<file path="config.mk">
export PLATFORM = sky130hd
export DESIGN_NAME = serial_subtractor
export DESIGN_NICKNAME = d
export VERILOG_FILES = /design/src/rtl/serial_subtractor_pkg.sv /design/src/rtl/full_subtractor.sv /design/src/rtl/half_subtractor.sv /design/src/rtl/serial_subtractor.sv
export SDC_FILE = /design/constraint.sdc
export NUM_CORES = 1
export LEC_CHECK = 0
export CAP_MARGIN = 20
export CORE_MARGIN = 2
export CORE_UTILIZATION = 45
export CTS_CLUSTER_SIZE = 14
export DETAILED_ROUTE_END_ITERATION = 10
export PLACE_DENSITY = 0.7
export RECOVER_POWER = 25
export SYNTH_ARGS = -nofsm -noshare
export SYNTH_HDL_FRONTEND = slang
export SYNTH_HIERARCHICAL = 1
export SYNTH_SLANG_ARGS = --single-unit
</file>
<file path="constraint.sdc">
create_clock -name clk -period 4.3 [get_ports clk]
set_clock_uncertainty 0.05 [all_clocks]
set_input_delay 0.86 -clock clk [delete_from_list [all_inputs] [get_ports clk]]
set_output_delay 0.86 -clock clk [all_outputs]
set_load 0.01 [all_outputs]
</file>
<file path="src/rtl/serial_subtractor_pkg.sv">
// Shared types and elaboration checks for the bit-serial subtractor.
package serial_subtractor_pkg;

  typedef enum logic [1:0] {
    IDLE  = 2'd0,
    SHIFT = 2'd1,
    DONE  = 2'd2
  } state_t;

  // The slice must tile the word exactly, otherwise the last cycle would straddle the MSB.
  function automatic bit width_ok(input int width, input int bpc);
    return (width >= 1) && (bpc >= 1) && ((width % bpc) == 0);
  endfunction

endpackage

</file>
<file path="src/rtl/full_subtractor.sv">
// Single-bit full subtractor built from two half subtractors and an OR of their borrows.
module full_subtractor (
  input  logic minuend,
  input  logic subtrahend,
  input  logic borrow_in,
  output logic diff,
  output logic borrow_out
);

  logic d1;
  logic b1;
  logic b2;

  half_subtractor u_hs_ab (
    .minuend    (minuend),
    .subtrahend (subtrahend),
    .diff       (d1),
    .borrow_out (b1)
  );

  half_subtractor u_hs_bin (
    .minuend    (d1),
    .subtrahend (borrow_in),
    .diff       (diff),
    .borrow_out (b2)
  );

  assign borrow_out = b1 | b2;

endmodule

</file>
<file path="src/rtl/half_subtractor.sv">
// Single-bit half subtractor: diff = minuend ^ subtrahend, borrow when 0 - 1.
module half_subtractor (
  input  logic minuend,
  input  logic subtrahend,
  output logic diff,
  output logic borrow_out
);

  assign diff       = minuend ^ subtrahend;
  assign borrow_out = ~minuend & subtrahend;

endmodule

</file>
<file path="src/rtl/serial_subtractor.sv">
// Multi-cycle subtractor: diff = minuend - subtrahend - borrow_in, BITS_PER_CYCLE bits per clock.
// Handshake: a transfer happens on a rising edge where valid and ready are both 1; ready never depends on valid.
module serial_subtractor
  import serial_subtractor_pkg::*;
#(
  parameter int WIDTH          = 8,
  parameter int BITS_PER_CYCLE = 1
) (
  input  logic             clk,
  input  logic             rst,
  input  logic             in_valid,
  output logic             in_ready,
  input  logic [WIDTH-1:0] minuend,
  input  logic [WIDTH-1:0] subtrahend,
  input  logic             borrow_in,
  output logic             out_valid,
  input  logic             out_ready,
  output logic [WIDTH-1:0] diff,
  output logic             borrow_out,
  output logic             overflow,
  output state_t           state_dbg
);

  localparam int N     = WIDTH / BITS_PER_CYCLE;
  localparam int CNT_W = (N > 1) ? $clog2(N) : 1;

  if (!width_ok(WIDTH, BITS_PER_CYCLE)) begin : g_bad_params
    $error("serial_subtractor: BITS_PER_CYCLE must divide WIDTH");
  end

  state_t                      state;
  logic [WIDTH-1:0]            a_q;
  logic [WIDTH-1:0]            b_q;
  logic [WIDTH-1:0]            res_q;
  logic                        borrow_q;
  logic                        a_msb_q;
  logic                        b_msb_q;
  logic [CNT_W-1:0]            cnt_q;

  logic [BITS_PER_CYCLE:0]     chain;
  logic [BITS_PER_CYCLE-1:0]   slice_d;
  logic [WIDTH-1:0]            res_next;

  assign chain[0] = borrow_q;

  for (genvar gi = 0; gi < BITS_PER_CYCLE; gi++) begin : g_slice
    full_subtractor u_fs (
      .minuend    (a_q[gi]),
      .subtrahend (b_q[gi]),
      .borrow_in  (chain[gi]),
      .diff       (slice_d[gi]),
      .borrow_out (chain[gi+1])
    );
  end

  // New slice lands at the top; earlier slices drift toward bit 0 as cycles pass.
  assign res_next = (res_q >> BITS_PER_CYCLE) | (WIDTH'(slice_d) << (WIDTH - BITS_PER_CYCLE));

  assign state_dbg = state;

  always_ff @(posedge clk) begin
    if (rst) begin
      state      <= IDLE;
      in_ready   <= 1'b1;
      out_valid  <= 1'b0;
      diff       <= '0;
      borrow_out <= 1'b0;
      overflow   <= 1'b0;
      a_q        <= '0;
      b_q        <= '0;
      res_q      <= '0;
      borrow_q   <= 1'b0;
      a_msb_q    <= 1'b0;
      b_msb_q    <= 1'b0;
      cnt_q      <= '0;
    end else begin
      case (state)
        IDLE: begin
          if (in_valid) begin
            a_q      <= minuend;
            b_q      <= subtrahend;
            borrow_q <= borrow_in;
            a_msb_q  <= minuend[WIDTH-1];
            b_msb_q  <= subtrahend[WIDTH-1];
            res_q    <= '0;
            cnt_q    <= '0;
            in_ready <= 1'b0;
            state    <= SHIFT;
          end
        end
        SHIFT: begin
          a_q      <= a_q >> BITS_PER_CYCLE;
          b_q      <= b_q >> BITS_PER_CYCLE;
          res_q    <= res_next;
          borrow_q <= chain[BITS_PER_CYCLE];
          cnt_q    <= cnt_q + CNT_W'(1);
          if (cnt_q == CNT_W'(N - 1)) begin
            state      <= DONE;
            out_valid  <= 1'b1;
            diff       <= res_next;
            borrow_out <= chain[BITS_PER_CYCLE];
            overflow   <= (a_msb_q != b_msb_q) && (res_next[WIDTH-1] != a_msb_q);
          end
        end
        DONE: begin
          if (out_ready) begin
            state     <= IDLE;
            out_valid <= 1'b0;
            in_ready  <= 1'b1;
          end
        end
        default: begin
          state     <= IDLE;
          out_valid <= 1'b0;
          in_ready  <= 1'b1;
        end
      endcase
    end
  end

endmodule

</file>
==> impl_metrics.json, run 1 <==
{
  "crit_type": "input pin to flop",
  "critical_path.startpoint_type": "input pin",
  "syn_inst": 192,
  "synth_edf_count": 0,
  "cpLargestDelayFamily": "compound AO/OA/AOI/OAI gates",
  "ctsHoldBuffers": 0,
  "die_h_um": 68.99,
  "postCtsResizedCells": 0,
  "yosys-top-cells-count": "dfxtp_1, nor2_1, a21oi_1",
  "areaGrowthSynthToFinish_pct": 19.68,
  "r2r_start": "state_dbg[0]$_SDFFE_PP0P_",
  "dieArea_um2": 4760,
  "rows": 23,
  "die_width_um": 68.99,
  "crit_start": "in_valid",
  "synth_top_area_share_pct": 45.29,
  "placedCellCount": 260,
  "netlist-cell-type-count": 26,
  "drt_iter0_drc": 65,
  "antenna_found_initial": 0,
  "power_uw": 840.9,
  "powerDensity_nw_per_um2": 369.7,
  "hold_class": "flop to flop",
  "rsz0062_at_grt": "false",
  "async_flop_share_pct": 0,
  "hold_viol": 0,
  "cp_slowest_cell": "o21ba_1",
  "io_buffer_count": 34,
  "r2r_slack_ns": 1.95,
  "drt-total-wl_um": 3471,
  "yosys.cell_count.top_type": "dfxtp_1",
  "track_usage_pct": 16.67,
  "dpl_worst_slack_ns": 1.900,
  "syn_avg_cell_area_um2": 9.899,
  "hold_end": "borrow_out$_SDFFE_PP0P_",
  "netlist_area_um2": 1901,
  "worstSkewPairLatency_ns": 0.29,
  "vias": 1401,
  "synthFlopType": "dfxtp_1",
  "antenna_cells": 0,
  "cp.arrival_ns": 2.95,
  "clockBufferDepth": 2,
  "ys_seq_elements": 43,
  "crit_buf_inv": 1,
  "hpwlAfterDp_um": 2427,
  "fin_crit_sh_pct": 64.97,
  "viasPerCell": 5.247,
  "ios": 35,
  "yosys-top-cells-area": "dfxtp_1, a211oi_2, mux2i_1",
  "worst_pin_slew_ns": 1.479,
  "r2r_cells": 4,
  "cts_root_buffer": "clkbuf_8",
  "peakVddDrop_mv": 0.1803,
  "drv_slew": 0,
  "drc": 0,
  "cts_made_buffers": 5,
  "cts_tree": "built",
  "min_from": "borrow_out$_SDFFE_PP0P_",
  "coreArea_um2": 4029,
  "cts_sinks": 43,
  "required_ns": 4.46,
  "yosys.area.top_type": "dfxtp_1",
  "htree_levels": 2,
  "tns_ns": 0,
  "final_util_pct": 56.46,
  "grt_max_degree": 44,
  "drt-pass1-iter-count": 4,
  "worst_setup_path_end_kind": "flop",
  "min_period_ns": 2.794,
  "grt.overflow.total": 0,
  "layout.cells.non_filler": 267,
  "fin_ws_ns": 1.506,
  "critPathMaxFanout": 31,
  "drive_above_1_share_pct": 15.21,
  "grt_pass1_vias": 1346,
  "slowest_delay_ns": 1.14,
  "cap_violations": 0,
  "detail_route.wl_per_cell_um": 13.00,
  "r2r-end": "a_q[6]$_SDFFE_PP0P_",
  "status": "complete, no violations",
  "crit_chain": "dlygate4sd3_1 > o21ba_1 > nor2_1 > a211oi_2",
  "ys_warn_count": 6,
  "post_cts_buffers": 0,
  "slew_headroom_pct": 1.430,
  "nets": 242,
  "path_clk_slew_ns": 0.07,
  "setup_violations": 0,
  "antenna_left": 0,
  "start_util_pct": 47.17,
  "max_freq_mhz": 358.0,
  "ys_seq_area_share_pct": 45.29,
  "place.gp.congestion": 0.8281,
  "grt_pass1_wl_um": 5927,
  "p_leak_nw": 0.8295,
  "hold-path-cell-count": 2,
  "syn_nets": 217
}
-- final cells by class --
| class | count | area, µm² |
|---|---|---|
| multi-input cells | 128 | 890.9 |
| clock buffers | 6 | 72.57 |
| well taps | 50 | 62.56 |
| clock inverters | 1 | 30.03 |
| fillers | 354 | 1754 |
| inverters | 4 | 15.01 |
| flip-flops and latches | 43 | 860.8 |
| repair buffers | 35 | 342.8 |
-- layer usage --
| layer | vias up | global-route usage [%] | part of all wire (%) |
|---|---|---|---|
| met5 | - | 0 | 0 |
| met4 | 0 | 4.412 | 1.1 |
| met3 | 5 | 5.357 | 5.2 |
| met2 | 33 | 29.21 | 49 |
| met1 | 644 | 19.54 | 44 |
| li1 | 719 | - | - |
-- state kept, by name, summed over array words and instances, names as in the netlist --
name,flops
borrow_out,1
in_ready,1
state_dbg,2
b_msb_q,1
borrow_q,1
a_q,8
cnt_q,3
diff,8
overflow,1
a_msb_q,1
res_q,7
b_q,8
out_valid,1
-- logic make-up after synthesis --
kind of cell	count (synthesis)	synth area share, %
flops	43	45.29
fa+ha+maj	4	2.633
compound gates	50	21.46
mux	16	8.426
simple gates	58	14.68
buf+inv	21	7.505
-- tightest hold or removal path, stage by stage (launching register included) --
cell and delay (ns):
dfxtp_1 0.31, nand2_1 0.05, a21oi_1 0.05
-- placed cells by master (no fill, tap or decap) --
cell type	Yosys	routed
a211oi_1	4	4
a211oi_2	14	14
a21oi_1	17	17
a22oi_1	9	9
a2bb2oi_1	1	1
and2b_1	1	1
buf_2	3	1
buf_4	2	1
bufinv_16	0	1
clkbuf_1	5	1
clkbuf_8	0	5
clkdlybuf4s50_1	0	32
dfxtp_1	43	43
dlygate4sd3_1	0	1
ha_1	4	4
inv_1	4	4
mux2i_1	16	16
nand2_1	13	13
nand2b_1	2	2
nand3_1	8	8
nand3b_1	2	2
nor2_1	18	18
nor2_2	11	11
nor3_1	1	1
nor3b_1	1	1
o21ai_0	2	2
o21ba_1	0	1
o21bai_1	2	2
or2_1	1	1
-- worst max-delay path by stage --
stage | slack, ns | cells after the start | end
finish | 1.51 | 4 | a_q[6]$_SDFFE_PP0P_
detailed placement | 1.90 | 4 | res_q[7]$_SDFFE_PP0P_
global route | 1.30 | 4 | a_q[4]$_SDFFE_PP0P_
CTS | 1.81 | 2 | state_dbg[0]
global placement | 1.98 | 4 | a_q[6]$_SDFFE_PP0P_
floorplan | 2.63 | 3 | b_q[0]$_SDFFE_PP0P_
-- report_power, final --
part / internal, mW / total, mW / switching, mW
Combinational: 0.0550 / 0.117 / 0.0622
Sequential: 0.418 / 0.430 / 0.0124
Clock: 0.170 / 0.293 / 0.123
-- stage by stage --
stage	cell area (µm²)	hold slack, ns
3_3_place_gp	2178	0.3937
2_1_floorplan	1901	0.3860
5_1_grt	2275	0.4340
4_1_cts	2281	0.4136
3_5_place_dp	2178	0.4037
6_report	2275	0.4113
No activity file was read; power rests on OpenSTA's default activity.
==> run 2: changes to the inputs <==
clock period = 2.6 ns   (was 4.3 ns; I/O delays follow)
==> run 2 against run 1 <==
Net effect:
- power is 57% higher
- die area stayed put
- critical path depth is 3 lower
- clock power is 40% higher
- combinational power is 64% higher
- largest power group unchanged
- wire length is 5.8% higher
- sequential power is 66% higher
- final area is 0.44% lower
- highest routed layer unchanged
- via count is 2.6% higher
- worst setup slack worse by 0.97 ns
- clock-buffer cell count stayed put
- core utilization is 0.25 points lower
==> impl_metrics.json, run 2 (synthesized netlist as in run 1, its figures left out) <==
{
  "worstSkewPairLatency_ns": 0.29,
  "antenna_cells": 0,
  "worst_pin_slew_ns": 0.8970,
  "crit_chain": "clkdlybuf4s50_1",
  "peakVddDrop_mv": 0.3767,
  "min_period_ns": 2.064,
  "critPathMaxFanout": 12,
  "power_mw": 1.316,
  "track_usage_pct": 17.37,
  "grt_pass1_wl_um": 6023,
  "cp_slowest_cell": "clkdlybuf4s50_1",
  "crit_type": "flop to output pin",
  "antenna_left": 0,
  "ctsHoldBuffers": 0,
  "rsz0062_at_grt": "false",
  "p_leak_nw": 0.8221,
  "viasPerCell": 5.342,
  "final_util_pct": 56.21,
  "hold_viol": 0,
  "drt_iter0_drc": 141,
  "nets": 243,
  "ios": 35,
  "fill_cells": 372,
  "areaGrowthSynthToFinish_pct": 19.16,
  "hold_class": "flop to flop",
  "r2r_start": "cnt_q[0]$_SDFFE_PP0P_",
  "grt_util_met2_pct": 29.81,
  "drt-pass1-iter-count": 4,
  "status": "complete, no violations",
  "slew_headroom_pct": 40.20,
  "cts_made_buffers": 5,
  "use_met3_pct": 4.221,
  "layout_common_cells": "dfxtp_1, clkdlybuf4s50_1, nor2_1",
  "rows": 23,
  "path_clk_slew_ns": 0.08,
  "hold_end": "diff[0]$_SDFFE_PP0P_",
  "setup_violations": 0,
  "worst_setup_path_end_kind": "output pin",
  "gr-usage-met1_pct": 20.02,
  "busiest_layer": "met2",
  "drv_slew": 0,
  "seqCellArea_um2": 860.8,
  "crit_buf_inv": 1,
  "grt.overflow.total": 0,
  "coreArea_um2": 4029,
  "postCtsResizedCells": 0,
  "cpLargestDelayFamily": "buffers and inverters",
  "slowest_delay_ns": 0.62,
  "io_buffer_count": 34,
  "grt_max_degree": 44,
  "critical_path.startpoint_type": "flop",
  "drive_above_1_share_pct": 16.44,
  "die_width_um": 68.99,
  "cap_violations": 0,
  "hpwlAfterDp_um": 2544,
  "multi_input_area_um2": 890.9,
  "clockBufferDepth": 2,
  "drc": 0,
  "min_from": "diff[0]$_SDFFE_PP0P_",
  "htree_levels": 2,
  "powerDensity_nw_per_um2": 581.2,
  "largestRegisters": "a_q x8, b_q x8, diff x8",
  "start_util_pct": 47.17,
  "required_ns": 2.03,
  "dieArea_um2": 4760,
  "post_cts_buffers": 0,
  "place.gp.congestion": 0.7327,
  "tns_ns": 0,
  "die_h_um": 68.99,
  "r2r_cells": 5,
  "cts_sinks": 43,
  "max_freq_mhz": 484.5,
  "cp.arrival_ns": 1.49,
  "final_common_cell": "dfxtp_1",
  "antenna_found_initial": 0,
  "fin_crit_sh_pct": 79.38,
  "grt_pass1_vias": 1350,
  "hold-path-cell-count": 2,
  "vias": 1437,
  "drt-total-wl_um": 3673,
  "r2r_slack_ns": 0.69,
  "r2r-end": "overflow$_SDFFE_PP0P_",
  "cts_tree": "built",
  "cts_root_buffer": "clkbuf_8",
  "detail_route.wl_per_cell_um": 13.65
}
==> run 2: cell types whose count changed in the layout (fill, tap and decap cells not counted) <==
cell,change
clkinv_2,+1
o21ba_1,-1
bufinv_16,-1
buf_4,+1
o21ba_2,+1
clkinvlp_4,+1
==> run 2: worst max-delay path by stage <==
stage	from	to	slack (ns)	cells past startpoint
5_1_grt	in_valid	b_q[0]$_SDFFE_PP0P_	0.43	4
2_1_floorplan	a_q[0]$_SDFFE_PP0P_	borrow_q$_SDFFE_PP0P_	1.07	8
4_1_cts	state_dbg[0]$_SDFFE_PP0P_	state_dbg[0]	0.51	1
3_3_place_gp	in_valid	b_q[0]$_SDFFE_PP0P_	0.65	4
6_report	state_dbg[0]$_SDFFE_PP0P_	state_dbg[0]	0.54	1
3_5_place_dp	in_valid	b_q[0]$_SDFFE_PP0P_	0.56	4
==> run 2: area by class of cell <==
type                    count  share of cell area, %
well taps                  50                  2.762
repair buffers             36                  15.47
clock buffers               6                  3.204
clock inverters             2                 0.5525
inverters                   4                 0.6630
multi-input cells         128                  39.34
flip-flops and latches     43                  38.01
==> run 2: metal layers <==
layer	wire length, µm	vias up
li1	-	721
met1	1599	670
met2	1826	35
met3	144	11
met4	102	0
met5	0	-
==> run 2: through the flow <==
| stage | setup slack, ns | hold WS [ns] | std cells | instance area [µm²] |
|---|---|---|---|---|
| 5_1_grt | 0.4319 | 0.4380 | 269 | 2265 |
| 6_report | 0.5362 | 0.4074 | 269 | 2265 |
| 3_3_place_gp | 0.6525 | 0.3920 | 261 | 2186 |
| 2_1_floorplan | 1.074 | 0.3860 | 192 | 1901 |
| 3_5_place_dp | 0.5606 | 0.4017 | 261 | 2186 |
| 4_1_cts | 0.5131 | 0.4131 | 269 | 2271 |
==> run 2: report_power, final <==
part           leakage (nW)  switching (mW)  total [mW]  internal (mW)
registers             0.352          0.0244       0.715          0.691
logic                 0.429           0.100       0.192         0.0915
clock network        0.0412           0.221       0.409          0.188
